### src/rtl/bist_engine_param.sv
// Parametrised LFSR/MISR BIST engine for an external, optionally pipelined CUT.
// Sequences seed load, pattern run, pipeline drain and golden compare/learn.
module bist_engine_param #(
    parameter int PAT_WIDTH    = 8,
    parameter int RESP_WIDTH   = 8,
    parameter int NUM_PATTERNS = 15,
    parameter int CUT_LATENCY  = 0,
    parameter logic [PAT_WIDTH-1:0]  LFSR_TAPS = 8'hB8,
    parameter logic [PAT_WIDTH-1:0]  LFSR_SEED = 8'h01,
    parameter logic [RESP_WIDTH-1:0] MISR_TAPS = 8'hB8,
    parameter logic [RESP_WIDTH-1:0] MISR_SEED = 8'h00
) (
    input  logic                  clk,
    input  logic                  rst,
    input  logic                  start,
    input  logic                  learn,
    input  logic                  use_ext_golden,
    input  logic [RESP_WIDTH-1:0] golden_in,
    output logic [PAT_WIDTH-1:0]  pat_out,
    output logic                  pat_valid,
    input  logic [RESP_WIDTH-1:0] resp_in,
    output logic                  busy,
    output logic                  done,
    output logic                  pass,
    output logic                  golden_valid,
    output logic [RESP_WIDTH-1:0] signature
);

    localparam logic [PAT_WIDTH-1:0] SEED =
        (LFSR_SEED == '0) ? PAT_WIDTH'(1) : LFSR_SEED;
    localparam int CW = $clog2(NUM_PATTERNS + 8);
    localparam logic [CW-1:0] LAST_PAT = CW'(NUM_PATTERNS - 1);
    localparam logic [CW-1:0] LAST_DRAIN =
        CW'((CUT_LATENCY == 0) ? 0 : CUT_LATENCY - 1);

    typedef enum logic [2:0] {
        IDLE, INIT, RUN, DRAIN, COMPARE, DONE
    } state_t;

    state_t                state;
    logic [CW-1:0]         cnt;
    logic                  learn_q;
    logic                  ext_q;
    logic [RESP_WIDTH-1:0] golden;
    logic                  resp_valid;
    logic [PAT_WIDTH-1:0]  lfsr_next;
    logic [RESP_WIDTH-1:0] misr_next;

    assign lfsr_next = {pat_out[PAT_WIDTH-2:0], ^(pat_out & LFSR_TAPS)};
    assign misr_next = {signature[RESP_WIDTH-2:0], ^(signature & MISR_TAPS)}
                       ^ resp_in;

    // pat_valid delayed to line up with the CUT's registered responses
    generate
        if (CUT_LATENCY == 0) begin : g_nolat
            assign resp_valid = pat_valid;
        end else begin : g_lat
            logic [CUT_LATENCY-1:0] vpipe;
            always_ff @(posedge clk) begin
                if (rst) begin
                    vpipe <= '0;
                end else begin
                    vpipe    <= vpipe << 1;
                    vpipe[0] <= pat_valid;
                end
            end
            assign resp_valid = vpipe[CUT_LATENCY-1];
        end
    endgenerate

    always_ff @(posedge clk) begin
        if (rst) begin
            state        <= IDLE;
            cnt          <= '0;
            learn_q      <= 1'b0;
            ext_q        <= 1'b0;
            golden       <= '0;
            golden_valid <= 1'b0;
            pat_out      <= SEED;
            pat_valid    <= 1'b0;
            signature    <= MISR_SEED;
            busy         <= 1'b0;
            done         <= 1'b0;
            pass         <= 1'b0;
        end else begin
            if (resp_valid) begin
                signature <= misr_next;
            end
            unique case (state)
                IDLE, DONE: begin
                    if (start) begin
                        state   <= INIT;
                        learn_q <= learn;
                        ext_q   <= use_ext_golden;
                        busy    <= 1'b1;
                        done    <= 1'b0;
                        pass    <= 1'b0;
                    end
                end
                INIT: begin
                    pat_out   <= SEED;
                    signature <= MISR_SEED;
                    cnt       <= '0;
                    pat_valid <= 1'b1;
                    state     <= RUN;
                end
                RUN: begin
                    pat_out <= lfsr_next;
                    if (cnt == LAST_PAT) begin
                        cnt       <= '0;
                        pat_valid <= 1'b0;
                        state     <= (CUT_LATENCY == 0) ? COMPARE : DRAIN;
                    end else begin
                        cnt <= cnt + CW'(1);
                    end
                end
                DRAIN: begin
                    if (cnt == LAST_DRAIN) begin
                        state <= COMPARE;
                    end else begin
                        cnt <= cnt + CW'(1);
                    end
                end
                COMPARE: begin
                    if (learn_q) begin
                        golden       <= signature;
                        golden_valid <= 1'b1;
                        pass         <= 1'b1;
                    end else if (ext_q) begin
                        pass <= (signature == golden_in);
                    end else begin
                        pass <= golden_valid && (signature == golden);
                    end
                    busy  <= 1'b0;
                    done  <= 1'b1;
                    state <= DONE;
                end
                default: state <= IDLE;
            endcase
        end
    end

endmodule

### config.mk
export PLATFORM = sky130hd
export DESIGN_NAME = bist_engine_param
export DESIGN_NICKNAME = d
export VERILOG_FILES = /design/src/rtl/bist_engine_param.sv
export SDC_FILE = /design/constraint.sdc
export NUM_CORES = 1
export LEC_CHECK = 0
export ABC_AREA = 1
export BUFFER_PORTS_ARGS = -buffer_cell sky130_fd_sc_hd__buf_4
export CAP_MARGIN = 10
export CELL_PAD_IN_SITES_DETAIL_PLACEMENT = 1
export CELL_PAD_IN_SITES_GLOBAL_PLACEMENT = 1
export CORE_ASPECT_RATIO = 1.5
export CORE_UTILIZATION = 43
export CTS_BUF_LIST = sky130_fd_sc_hd__clkbuf_4 sky130_fd_sc_hd__clkbuf_8
export DETAILED_ROUTE_END_ITERATION = 12
export PLACE_DENSITY = 0.95
export SYNTH_ARGS = -nofsm -noshare
export SYNTH_HDL_FRONTEND = slang
export SYNTH_SLANG_ARGS = --single-unit
### constraint.sdc
create_clock -name clk -period 2.7 [get_ports clk]
set_input_delay 0.81 -clock clk [delete_from_list [all_inputs] [get_ports clk]]
set_output_delay 0.81 -clock clk [all_outputs]
set_load 0.005 [all_outputs]
==> flow_summary.ini <==
[global_route]
grt_pass1_wl_mm = 9.259
grt_usage_pct = 24.33
grt_max_degree = 23
grt_pass1_vias = 2099
antenna_found_initial = 0
grt_remaining_overflow = 0

[synthesis]
synth-main-ff-cell = dfxtp_1
yosysTopAreaCell = dfxtp_1
ys_seq_area_share_pct = 38.76
synth.cell_area_um2 = 2014
synth_area_per_cell_um2 = 6.875
yosysUniqueCellTypes = 26
synthesis.nets = 317
ys_warn_count = 0
synth-edff-count = 0
async_flop_share_pct = 0
syn_inst = 293
ys_ff_latch = 39
synth_top_area_share_pct = 38.76
synth.area.top_cells = dfxtp_1, nand2_1, xnor2_1, a21oi_1, nor2_1

[final_layout]
drive_gt1_share_pct = 17.63
final_common_cell = nand2_1
fillers = 613
multi_input_area_um2 = 1056
syn_to_final_growth_pct = 19.81
area.sequential_um2 = 780.7
layout.nets = 352
fin_area_um2 = 2414
fin_cells = 377
layout_common_cells = nand2_1, buf_4, dfxtp_1, nor2_1, inv_1
insertedDiodeCount = 0

[worst_setup_path]
crit_fanout = 18
path_cells = buf_4
end_kind = output port
worstPathRequired_ps = 1890
crit_family = flip-flops
rrSetupSlack_ps = 910
worst-path-buf-inv = 1
slowest_delay_ps = 710
arrival_ps = 1230
critPathKind = reg2out
startpoint_type = flop
worst_path_max_delay_cell = dfxtp_1

[place]
post-dp-hpwl_mm = 4.363
numPortBuffers = 41
placed_area_um2 = 2325
gp_congestion = 0.7904
dp.cells = 369

[floorplan]
io_pins = 42
dieArea_um2 = 4968
dieHeight_um = 85.83
die_width_um = 57.89
num_rows = 30
initial_core_util_pct = 44.72
core-area_um2 = 4504

[cts]
clock-root-buffer = clkbuf_8
clk_path_buf_depth = 2
cts_max_level = 2
clkLatencyLatePin_ps = 300
numCtsBuffers = 5
cts_sinks = 39
post_cts_buffers = 0
post_cts_resized = 0
cts.hold.buffers_added = 0
clk_pin_slew_ps = 80
cts_tree = done

[route]
wl_per_cell_um = 14.57
drc_errors = 0
vias = 2011
drt_iter0_markers = 42
avgViaCountPerCell = 5.334
drt-pass1-iter-count = 4
wl_mm = 5.493
ant_nets = 0

[timing]
hold_viol = 0
drv_slew = 0
rsz0062_at_grt = no
slew_headroom_pct = 50.97
period_needed_ps = 2038
worst_slew_pin_slew_ps = 731.4
totalNegativeSetupSlack_ps = 0
clock_skew_ps = 9.373
fin_crit_sh_pct = 75.46
max_freq_mhz = 490.8
setup_viol_count_final = 0

[pwr]
leakage_nw = 1.044
powerDensity_nw_per_um2 = 894.7
finalPower_w = 0.002160
ir_drop_mv = 0.3421

[hold_path]
hp-class = reg2reg

[job]
drv_cap = 0

[status]
outcome = completed
==> power breakdown <==
group | switching (W) | internal, W
Combinational | 0.000499 | 0.000363
Clock | 0.000209 | 0.000191
Sequential | 0.000211 | 0.000687
Total | 0.000919 | 0.00124
==> cell type report <==
cell class	count	share of cell area [%]
clock buffer	6	3.162
clock inverter	2	0.5184
inverter	32	4.977
multi-input combinational	209	43.75
sequential	39	32.35
tap	48	2.488
timing repair buffer	41	12.75
==> final timing paths <==
path	from	to	cells past startpoint
setup reg to reg	state[1]	state[2]	7
setup / recovery	pat_valid	pat_valid	1
hold / removal	golden[7]	golden[7]	2
hold reg to reg	golden[7]	golden[7]	2
==> synth_stat cells (2+ instances only) <==
| cell type | count |
|---|---|
| nand2_2 | 2 |
| a211oi_1 | 7 |
| dfxtp_1 | 39 |
| xnor2_1 | 16 |
| ha_1 | 3 |
| a21oi_1 | 26 |
| inv_2 | 2 |
| buf_2 | 2 |
| xor2_1 | 3 |
| nor3_1 | 2 |
| nand2_1 | 79 |
| inv_1 | 30 |
| nor2_1 | 32 |
| nand3_1 | 21 |
| clkbuf_2 | 2 |
| clkbuf_1 | 8 |
| o21ai_0 | 10 |
==> layer usage <==
metal | part of all wire (%) | routed length, µm | track usage, %
met1 | 35 | 1948 | 23.35
met2 | 58 | 3167 | 47.75
met3 | 2.9 | 161 | 3.318
met4 | 3.9 | 215 | 12.99
met5 | 0 | 0 | 0
==> cell families (layout without fill, tap and decap cells) <==
| group | after synthesis | count (layout) | synth area share [%] |
|---|---|---|---|
| adders and majority gates | 3 | 3 | 1.864 |
| and+or+nand+nor | 141 | 141 | 29.69 |
| AOI/OAI and AO/OA | 46 | 46 | 12.61 |
| buffers and inverters | 45 | 81 | 8.820 |
| DFF | 39 | 39 | 38.76 |
| xor gates and xnor gates | 19 | 19 | 8.261 |
==> sequential cells by signal, indices dropped and copies added, names as in the netlist <==
signal        count
busy              1
cnt               5
done              1
ext_q             1
golden            8
golden_valid      1
learn_q           1
pass              1
pat_out           8
pat_valid         1
signature         8
state             3
==> metrics by stage <==
stage / hold WS [ps] / util (%) / worst slack, ps
6_report: 484.7 / 53.58 / 662.5
5_1_grt: 511.4 / 53.58 / 615.8
3_3_place_gp: 465.6 / 51.61 / 919.3
3_5_place_dp: 470.0 / 51.61 / 874.6
4_1_cts: 489.1 / 53.58 / 656.9
2_1_floorplan: 443.6 / - / 1342
(Power assumes the default switching activity.)
